$ cat src/rtl/alu_pkg.sv
// Shared encodings for the ALU command sequencer: op codes, widths, FSM states
// and the packed command record stored in the command FIFO.
package alu_pkg;

    localparam int DATA_W = 8;
    localparam int OUT_W  = 16;

    localparam logic [2:0] OP_AND     = 3'b000;
    localparam logic [2:0] OP_OR      = 3'b001;
    localparam logic [2:0] OP_XOR     = 3'b010;
    localparam logic [2:0] OP_ADD     = 3'b011;
    localparam logic [2:0] OP_SUB     = 3'b100;
    localparam logic [2:0] OP_MUL     = 3'b101;
    localparam logic [2:0] OP_DIV     = 3'b110;
    localparam logic [2:0] OP_ILLEGAL = 3'b111;

    localparam logic [1:0] S_IDLE  = 2'd0;
    localparam logic [1:0] S_ISSUE = 2'd1;
    localparam logic [1:0] S_WAIT  = 2'd2;
    localparam logic [1:0] S_HOLD  = 2'd3;

    typedef struct packed {
        logic [2:0]        op;
        logic [DATA_W-1:0] a_div;
        logic [DATA_W-1:0] x;
        logic [DATA_W-1:0] y;
    } cmd_t;

endpackage

$ cat src/rtl/alu_cmd_sequencer_fifo.sv
// Synchronous command FIFO; full/empty come from an extra wrap bit on each pointer.
module cmd_fifo #(
    parameter int W     = 8,
    parameter int DEPTH = 4
) (
    input  logic         clk,
    input  logic         resetn,
    input  logic         push,
    input  logic         pop,
    input  logic [W-1:0] wdata,
    output logic [W-1:0] rdata,
    output logic         full,
    output logic         empty
);

    localparam int AW = $clog2(DEPTH);

    logic [W-1:0] mem [DEPTH];
    logic [AW:0]  wptr;
    logic [AW:0]  rptr;
    logic         do_push;
    logic         do_pop;

    assign do_push = push & ~full;
    assign do_pop  = pop & ~empty;
    assign empty   = (wptr == rptr);
    assign full    = (wptr[AW] != rptr[AW]) && (wptr[AW-1:0] == rptr[AW-1:0]);
    assign rdata   = mem[rptr[AW-1:0]];

    always_ff @(posedge clk or negedge resetn) begin
        if (!resetn) begin
            wptr <= '0;
            rptr <= '0;
        end else begin
            if (do_push) wptr <= wptr + (AW+1)'(1);
            if (do_pop)  rptr <= rptr + (AW+1)'(1);
        end
    end

    always_ff @(posedge clk) begin
        if (do_push) mem[wptr[AW-1:0]] <= wdata;
    end

endmodule

$ cat src/rtl/alu_cmd_sequencer.sv
// Initiator side of the ALU BEGIN/END handshake: queues commands, issues them one at
// a time with a single-cycle BEGIN, waits for END (or times out) and presents the result.
module alu_cmd_sequencer
    import alu_pkg::*;
#(
    parameter int DEPTH   = 4,
    parameter int TAG_W   = 4,
    parameter int TIMEOUT = 64
) (
    input  logic              clk,
    input  logic              resetn,
    input  logic              cmd_valid,
    output logic              cmd_ready,
    input  logic [2:0]        cmd_op,
    input  logic [DATA_W-1:0] cmd_x,
    input  logic [DATA_W-1:0] cmd_y,
    input  logic [DATA_W-1:0] cmd_a_div,
    input  logic [TAG_W-1:0]  cmd_tag,
    output logic [DATA_W-1:0] alu_x,
    output logic [DATA_W-1:0] alu_y,
    output logic [DATA_W-1:0] alu_a_divide,
    output logic [2:0]        alu_op,
    output logic              alu_begin,
    input  logic [OUT_W-1:0]  alu_out,
    input  logic              alu_end,
    output logic              res_valid,
    input  logic              res_ready,
    output logic [OUT_W-1:0]  res_data,
    output logic [2:0]        res_op,
    output logic [TAG_W-1:0]  res_tag,
    output logic              res_err
);

    localparam int CNT_W = $clog2(TIMEOUT + 1);
    localparam int FW    = $bits(cmd_t) + TAG_W;

    logic [1:0]       state;
    logic [CNT_W-1:0] cnt;
    logic             end_q;
    logic             end_edge;
    logic             full;
    logic             empty;
    logic             push;
    logic             pop;
    logic [FW-1:0]    wdata;
    logic [FW-1:0]    rdata;
    cmd_t             head;
    logic [TAG_W-1:0] head_tag;

    // Gated by resetn so no command is accepted while reset is held.
    assign cmd_ready = resetn & ~full;
    assign push      = cmd_valid & cmd_ready;
    assign pop       = (state == S_IDLE) & ~empty;
    assign wdata     = {cmd_op, cmd_a_div, cmd_x, cmd_y, cmd_tag};
    assign {head, head_tag} = rdata;

    assign end_edge  = alu_end & ~end_q;
    assign alu_begin = (state == S_ISSUE);
    assign res_valid = (state == S_HOLD);
    assign res_op    = alu_op;

    cmd_fifo #(
        .W     (FW),
        .DEPTH (DEPTH)
    ) u_fifo (
        .clk    (clk),
        .resetn (resetn),
        .push   (push),
        .pop    (pop),
        .wdata  (wdata),
        .rdata  (rdata),
        .full   (full),
        .empty  (empty)
    );

    always_ff @(posedge clk or negedge resetn) begin
        if (!resetn) begin
            state        <= S_IDLE;
            cnt          <= '0;
            end_q        <= 1'b0;
            alu_x        <= '0;
            alu_y        <= '0;
            alu_a_divide <= '0;
            alu_op       <= '0;
            res_tag      <= '0;
            res_data     <= '0;
            res_err      <= 1'b0;
        end else begin
            end_q <= alu_end;
            case (state)
                S_IDLE: begin
                    if (!empty) begin
                        alu_op       <= head.op;
                        alu_x        <= head.x;
                        alu_y        <= head.y;
                        alu_a_divide <= head.a_div;
                        res_tag      <= head_tag;
                        if (head.op == OP_ILLEGAL) begin
                            res_err  <= 1'b1;
                            res_data <= '0;
                            state    <= S_HOLD;
                        end else begin
                            state <= S_ISSUE;
                        end
                    end
                end
                S_ISSUE: begin
                    cnt   <= '0;
                    state <= S_WAIT;
                end
                S_WAIT: begin
                    if (end_edge) begin
                        res_data <= alu_out;
                        res_err  <= 1'b0;
                        state    <= S_HOLD;
                    end else if (cnt == CNT_W'(TIMEOUT - 1)) begin
                        res_data <= '0;
                        res_err  <= 1'b1;
                        state    <= S_HOLD;
                    end else begin
                        cnt <= cnt + CNT_W'(1);
                    end
                end
                S_HOLD: begin
                    if (res_ready) state <= S_IDLE;
                end
                default: state <= S_IDLE;
            endcase
        end
    end

endmodule

$ cat config.mk
export PLATFORM = sky130hd
export DESIGN_NAME = alu_cmd_sequencer
export DESIGN_NICKNAME = d
export VERILOG_FILES = /design/src/rtl/alu_pkg.sv /design/src/rtl/alu_cmd_sequencer_fifo.sv /design/src/rtl/alu_cmd_sequencer.sv
export SDC_FILE = /design/constraint.sdc
export NUM_CORES = 1
export LEC_CHECK = 0
export CAP_MARGIN = 5
export CORE_ASPECT_RATIO = 1.25
export CORE_MARGIN = 2
export CORE_UTILIZATION = 42
export DETAILED_ROUTE_END_ITERATION = 8
export GPL_TIMING_DRIVEN = 1
export PLACE_DENSITY_LB_ADDON = 0.12
export SLEW_MARGIN = 20
export SYNTH_ARGS = -nofsm -noshare
export SYNTH_HDL_FRONTEND = slang
export SYNTH_HIERARCHICAL = 1
export SYNTH_SLANG_ARGS = --single-unit
$ cat constraint.sdc
create_clock -name clk -period 4 [get_ports clk]
set_clock_uncertainty 0.1 [all_clocks]
set_input_delay 0.8 -clock clk [delete_from_list [all_inputs] [get_ports clk]]
set_output_delay 0.8 -clock clk [all_outputs]
set_load 0.01 [all_outputs]
==> results of run 1 <==
[state kept, by name, indices dropped and copies added (netlist names)]
register	cells
alu_a_divide	8
alu_op	3
alu_x	8
alu_y	8
cnt	7
end_q	1
res_data	16
res_err	1
res_tag	4
state	2
u_fifo/mem	124
u_fifo/rptr	3
u_fifo/wptr	3
[cell usage in the layout, fill, tap and decap left out, types with 6 or more instances in the layout]
cell type and instances:
sky130_fd_sc_hd__clkbuf_16 17, sky130_fd_sc_hd__o21ai_0 6, sky130_fd_sc_hd__a21oi_1 12, sky130_fd_sc_hd__mux2_1 8
sky130_fd_sc_hd__mux2_2 24, sky130_fd_sc_hd__inv_1 12, sky130_fd_sc_hd__clkdlybuf4s50_1 104, sky130_fd_sc_hd__buf_4 6
sky130_fd_sc_hd__edfxtp_1 124, sky130_fd_sc_hd__ha_1 11, sky130_fd_sc_hd__a22o_1 16, sky130_fd_sc_hd__nand2_1 9
sky130_fd_sc_hd__mux4_2 31, sky130_fd_sc_hd__dfrtp_1 62
[power breakdown]
part | switching [uW] | internal, uW
sequential | 257 | 2530
combinational | 1130 | 1280
clock | 718 | 984
total | 2100 | 4790
[logic make-up (layout without fill, tap and decap cells)]
group                      count (synthesis)  count (layout)  synth area share, %
AOI/OAI and AO/OA                         57              57                 6.43
xor gates and xnor gates                   9               9                 1.36
DFF                                      188             188                 71.6
and+or+nand+nor                           31              31                 2.34
adders and majority gates                 11              11                 1.85
buffers and inverters                     30             154                 2.15
muxes                                     63              63                 14.2
[stage by stage]
step,utilization [%],hold slack (ns),total power [uW]
after floorplan,-,0.392,4360
after global placement,50.0,0.370,5240
after detailed placement,50.0,0.374,5280
after CTS,53.4,0.390,7000
after global routing,53.4,0.416,7280
final,53.4,0.383,6890
[worst reg2reg max path, stage by stage (launching register included)]
cell	delay, ns
sky130_fd_sc_hd__dfrtp_2	0.68
sky130_fd_sc_hd__buf_4	0.52
sky130_fd_sc_hd__xor2_2	0.38
sky130_fd_sc_hd__nor3_1	0.18
sky130_fd_sc_hd__nand4b_1	0.27
sky130_fd_sc_hd__a21oi_2	0.66
sky130_fd_sc_hd__a22o_1	0.25
[routing by layer]
layer / track usage [%] / vias to the layer above / routed length [um]
met1: 19.4 / 1977 / 5960
met5: 0 / - / 0
li1: - / 1753 / -
met4: 6.33 / 0 / 304
met2: 27.0 / 87 / 7210
met3: 3.82 / 19 / 606
[worst paths after layout]
kind,cells after the start,end,slack (ns)
setup / recovery,5,cmd_ready,0.89
hold / removal,1,alu_y[7]$_DFFE_PN0P_,0.38
setup reg to reg,6,res_data[15]$_DFFE_PN0P_,0.91
hold reg to reg,1,alu_y[7]$_DFFE_PN0P_,0.38
max in group asynchronous,2,u_fifo/rptr[1]$_DFFE_PN0P_,2.64
min in group asynchronous,2,cnt[5]$_DFFE_PN0P_,0.53
[cell type report]
cell class	instances	area (sq um)	area share (%)
clock buffers	22	474	5.09
clock inverters	10	129	1.38
inverters	12	45.0	0.484
multi-input cells	171	1970	21.2
flip-flops and latches	188	5330	57.2
well taps	224	280	3.01
repair buffers	110	1090	11.7
==> impl.org, run 1 <==
** Placement
- In this run the cell area measured after placement is 0.00871 sq mm.
- The wire-length estimate of the detail-placed layout is 8.62 mm.
- During placement, the flow inserted port buffers numbering 105.
- Final weighted congestion in routability-driven placement :: 0.725
- Counting tap cells, the placed design contains a total of 705 instances.
- Worst slack at placement :: 0.831 ns

** Synth
- Most numerous cell types in the synthesized netlist :: sky130_fd_sc_hd__edfxtp_1 (124), sky130_fd_sc_hd__dfrtp_1 (64), sky130_fd_sc_hd__mux4_2 (31)
- By area the synthesized netlist is led by sky130_fd_sc_hd__edfxtp_1 (50%), sky130_fd_sc_hd__dfrtp_1 (22%), sky130_fd_sc_hd__mux4_2 (9.4%).
- In the synthesized netlist the dominant register cell turns out to be sky130_fd_sc_hd__edfxtp_1.
- The synthesized design contains 188 register bits.
- Synthesis produced 389 cells.
- Synth Net Count :: 452
- Counting flops with a built-in enable in the synthesized netlist gives 124.
- sky130_fd_sc_hd__edfxtp_1 takes more of the synthesized area than any other cell.
- Count of cell types in the netlist :: 45
- By instance count, the leading cell after synthesis is sky130_fd_sc_hd__edfxtp_1.
- Yosys printed 6 warnings.
- The synthesized netlist occupies a cell area of 0.00743 sq mm.
- In this run the mean area of a mapped cell was 19.1 sq um.
- For this run, asynchronously set or reset flops after synthesis account for 34.0%.
- Fraction of synthesized cell area taken by the top area cell type :: 50.1%
- The share of the Yosys chip area taken by registers is 71.6%.

** Critical path
- Max stage delay cell, worst path :: sky130_fd_sc_hd__dfrtp_2
- WP data required :: 3.10 ns
- The startpoint identified for the worst register-to-register timing path is u_fifo/rptr[0]$_DFFE_PN0P_.
- In this design, the largest share of critical-path delay is due to flip-flops.
- STA classifies the critical path startpoint as a flip-flop.
- The critical path starts at u_fifo/rptr[0]$_DFFE_PN0P_.
- Delay of the slowest cell on the worst path :: 0.68 ns
- The critical path goes through xnor2_2, nand3_2, inv_1, nor2b_1, clkdlybuf4s50_1.
- STA classifies the critical path endpoint as a primary output.
- The critical path is of the reg -> out type.
- Maximum fanout along the worst path :: 14
- Buffers plus inverters on the worst setup path :: 2
- Arrival time of data at the critical path endpoint :: 2.21 ns

** Status
- The flow ran to the end, and the final reports show no timing, DRC or antenna violations.

** Clocking
- In this run the clock root is driven by a sky130_fd_sc_hd__clkbuf_16.
- Buffers added to address setup during post-CTS repair amount to 0.
- Clock slew at the register clock pins of the worst setup and hold paths :: 0.06 ns
- Sinks on Clock Net :: 188
- TritonCTS built the clock tree.
- CTS max path bufs :: 2
- Clock insertion delay at the later pin of the skew report :: 0.42 ns
- Number of H-tree branching levels :: 4
- Count of instances resized after the clock tree is built :: 0
- The number of hold buffers added after CTS was 0.
- Cts bufs inserted :: 17

** Floorplanning
- DIE AREA :: 0.0188 sq mm
- The die is 153 um tall.
- Number of placed I/O pins :: 106
- The floorplan step defined a core boundary enclosing 0.0174 sq mm.
- Die W :: 123 um
- After floorplanning, the core was divided into 54 placement rows.
- The initial utilization of the core area, before any placement, comes to 42.7%.

** Global routing
- Global route overflow :: 0
- The via count of the first global-routing pass is 4,108.
- The number of antenna violations at the first check in global routing is 0.
- Global routing consumed, over all layers together, 15.9% of the routing resources.
- Wire length of the first global-routing pass :: 22.1 mm
- Entering global routing, the biggest net connects 65 pins.

** STA
- Final period demand of the worst path :: 3.11 ns
- Setup-violating endpoint count in the final report :: 0
- Adding up every negative setup slack in the final design gives 0 ns.
- In the finished design, the share of the clock period the worst path needs comes to 77.7%.
- The worst pin sits at a relative slew slack of 40.6%.
- The number of endpoints with negative hold slack in the final report came to 0.
- Setup repair after global routing left no endpoint under its margin.
- Maximum frequency from static timing analysis :: 0.322 GHz
- Final slew viol count :: 0
- At the pin with the least slew margin, the transition time is 0.891 ns.
- Across all setup checks in the final design, the least slack found is 0.893 ns.

** Drt
- After the first detailed-routing iteration, the DRC count stood at 221.
- The routed layout has 3,836 vias.
- In the routed layout, each cell is associated on average with a via count of 5.20.
- Post-detailed-route wirelength per cell :: 19.1 um
- Antenna Violating Nets Remaining :: 0
- For this run, the detailed router's first-pass iteration total came to 4.
- The final layout contains routed wiring with a total length of 14.1 mm.
- Drt drc :: 0

** Job
- Across the run, the number of max-cap violations was 0.

** Finish
- Growth of design area from synthesis to finish :: 25.2%
- With fillers left out, the area of the finished cells amounts to 0.00931 sq mm.
- Fin nets :: 563
- Number of standard cells in the final layout excluding fillers :: 737
- The filler cells instantiated in the layout total 1,409.
- Fraction of final layout cells with drive strength greater than 1 :: 22.2%
- The number of antenna diodes in the final layout is 0.

** Power
- Pwr Density :: 740 mW/mm^2
- Lkg Pwr :: 0.00334 uW
- IR analysis of the VDD net gives a maximum drop of 0.351 mV.

** Worst hold path
- The startpoint identified for the worst hold timing path is alu_y[7]$_DFFE_PN0P_.
- The tightest min-delay check is of the reg -> reg type.
Power figures use the tool's default switching activity.
==> run 2, diff against run 1 <==
- clock period: 4 -> 3.2 ns (I/O delays scaled with it)
==> run 2 against run 1 <==
  * Power increased by 24%
  * Sequential power up 24%
  * Global-route usage is 0.54 points higher
  * Final cell count is 0.81% higher
  * Non-clock buffer count up 6
  * Largest cell class unchanged
==> impl.org, run 2 (synthesized netlist as in run 1, its figures left out) <==
** Clocking
- The number of levels the H-tree was split into is 4 (unchanged).
- Cell chosen for the clock root :: sky130_fd_sc_hd__clkbuf_16 (unchanged)
- Sinks on Clock Net :: 188 (unchanged)
- The quantity of gates resized following cts was 0 (unchanged).
- Count of hold buffers inserted by post-cts repair :: 0 (unchanged)
- Post-CTS setup repair buffer count :: 0 (unchanged)
- The CTS tree was done (unchanged).
- Clock slew at the register clock pins of the worst setup and hold paths :: 0.07 ns (was 0.06 ns)
- Cts bufs inserted :: 17 (unchanged)
- The maximum buffer depth of the clock tree was 2 (unchanged).
- The clock latency on the worst-skew pair is 0.42 ns (about the same).

** Finish
- Commonest cells after routing, fill and taps aside: sky130_fd_sc_hd__edfxtp_1 (124), sky130_fd_sc_hd__clkdlybuf4s50_1 (104), sky130_fd_sc_hd__dfrtp_1 (62) (unchanged).
- Area used by multi-input combinational logic :: 0.00197 sq mm (unchanged)
- Growth of design area from synthesis to finish :: 25.9% (was 25.2%)
- Fin nets :: 569 (was 563)
- The flip-flop count of the largest register after layout came to 124 (unchanged).
- The commonest non-fill, non-tap cell in the layout is sky130_fd_sc_hd__edfxtp_1 (unchanged).
- Footprint of the flip-flops and latches :: 0.00533 sq mm (unchanged)
- Diode count :: 0 (unchanged)
- Fraction of final layout cells with drive strength greater than 1 :: 23.1% (was 22.2%)
- Filler cell count in the final layout :: 1,401 (was 1,409)

** Power
- The peak supply drop is 0.434 mV (was 0.351 mV).
- The power density normalized to cell area was 916 mW/mm^2 (was 740 mW/mm^2).
- PnR Total Power :: 8580 uW (was 6890 uW)
- Lkg Pwr :: 0.00335 uW (was 0.00334 uW)

** Floorplanning
- Core box area :: 0.0174 sq mm (unchanged)
- The count of boundary I/O pins came to 106 (unchanged).
- Cell Rows :: 54 (unchanged)
- Starting density of the core :: 42.7% (unchanged)
- The chip height is 153 um (unchanged).
- The die area came to 0.0188 sq mm (unchanged).
- The width of the die was 123 um (unchanged).

** Global routing
- The number of antenna violations at the first check in global routing came to 0 (unchanged).
- The via count of the first global-routing pass came to 4,240 (was 4,108).
- The global-route total usage across every layer is 16.5% (was 15.9%).
- The global-route wire length before repair came to 23.1 mm (was 22.1 mm).
- Global route overflow :: 0 (unchanged)
- The largest net degree at the start of global routing came to 65 (unchanged).

** Drt
- Post-detailed-route wirelength per cell :: 19.3 um (was 19.1 um)
- The post-detailed-route count of antenna-violating nets is 0 (unchanged).
- Routed wire length :: 14.4 mm (was 14.1 mm)
- The vias per cell is 5.22 (was 5.20).
- Drt drc :: 0 (unchanged)
- Detailed-routing iteration count for the pre-antenna-repair pass :: 4 (unchanged)
- Starting DRT DRC Count :: 159 (was 221)
- Vias after detailed routing :: 3,881 (was 3,836)

** Job
- The max-cap violation count was 0 (unchanged).

** Critical path
- The required time at the worst-slack endpoint came to 2.46 ns (was 3.10 ns).
- Maximum fanout along the worst path :: 12 (was 14)
- Type of destination of the critical path :: primary output (unchanged)
- The arrival time at the worst endpoint was 2.19 ns (was 2.21 ns).
- Crit path kind :: reg -> out (unchanged)
- Critical path startpoint category :: flip-flop (unchanged)

** Placement
- Post-detail-place hpwl :: 9.41 mm (was 8.62 mm)
- The routability-driven placement congestion ratio came to 0.761 (was 0.725).
- Quantity of I/O buffers inserted on ports :: 105 (unchanged)

** STA
- The transition time of the tightest slew-check pin came to 0.869 ns (was 0.891 ns).
- The number of endpoints with negative hold slack in the final report is 0 (unchanged).
- RSZ-0062 raised after global routing: no (unchanged).
- The number of max-slew violations in the final report was 0 (unchanged).
- Static timing analysis puts the maximum clock frequency at 0.341 GHz.
- Max-Slew Margin vs Limit :: 42.1% (was 40.6%)
- Final clock period utilization by the worst path :: 91.5%
- Subtracting the final worst setup slack from the clock period gives 2.93 ns.
- The accumulated negative setup slack is 0 ns (unchanged).
- Setup-violating endpoint count in the final report :: 0 (unchanged)

** Status
- Status: completed (unchanged).

** Worst hold path
- Classification of the worst-slack hold path :: in -> async (was reg -> reg)
==> run 2: cell types whose count changed in the layout (fill, tap and decap cells not counted), sizes merged <==
cell / before / now
clkinv: 2 / 4
buf: 6 / 12
bufinv: 2 / 1
clkbuf: 22 / 20
inv: 17 / 15
clkinvlp: 1 / 4
==> run 2: path summary, 6_finish.rpt <==
| kind | from | end | slack [ns] | cells after the start |
|---|---|---|---|---|
| setup / recovery | u_fifo/rptr[1]$_DFFE_PN0P_ | cmd_ready | 0.27 | 5 |
| hold / removal | resetn | cnt[4]$_DFFE_PN0P_ | 0.35 | 2 |
| setup reg to reg | u_fifo/rptr[1]$_DFFE_PN0P_ | res_data[11]$_DFFE_PN0P_ | 0.65 | 5 |
| hold reg to reg | alu_a_divide[5]$_DFFE_PN0P_ | alu_a_divide[5]$_DFFE_PN0P_ | 0.40 | 1 |
| max in group asynchronous | resetn | u_fifo/rptr[0]$_DFFE_PN0P_ | 2.02 | 2 |
| min in group clk | alu_a_divide[5]$_DFFE_PN0P_ | alu_a_divide[5]$_DFFE_PN0P_ | 0.40 | 1 |
==> run 2: cell type report <==
cell class,instances,area share [%]
Clock buffer,20,4.88
Clock inverter,12,1.19
Inverter,12,0.481
Multi-Input combinational cell,171,21.0
Sequential cell,188,56.9
Tap cell,224,2.99
Timing Repair Buffer,116,12.5
==> run 2: metrics by stage <==
stage                     cells  util [%]  cell area (sq um)  setup WS, ns  hold slack [ns]
after global placement      711      50.4               8790         0.680            0.372
after CTS                   743      53.7               9360         0.225            0.405
final                       743      53.7               9360         0.272            0.353
after global routing        743      53.7               9360         0.131            0.410
after floorplan             389         -               7430         0.258            0.244
after detailed placement    711      50.4               8790         0.645            0.385
==> run 2: worst max-delay path: stages (launching register included) <==
cell and delay [ns]:
sky130_fd_sc_hd__dfrtp_2 0.52, sky130_fd_sc_hd__xnor2_1 0.44, sky130_fd_sc_hd__nand3_2 0.17, sky130_fd_sc_hd__inv_1 0.09, sky130_fd_sc_hd__nor2b_1 0.05, sky130_fd_sc_hd__clkdlybuf4s50_1 0.50
==> run 2: where the power goes <==
part	internal, uW	switching (uW)
clock	1120	891
combinational	1650	1450
sequential	3160	305
total	5930	2650
==> run 2: metal layers <==
layer  wire length [um]  track usage (%)  up-vias
li1                   -                -     1763
met4                201             5.79        0
met5                  0                0        -
met1               5980             20.2     2003
met2               7470             27.8      103
met3                714             4.45       12
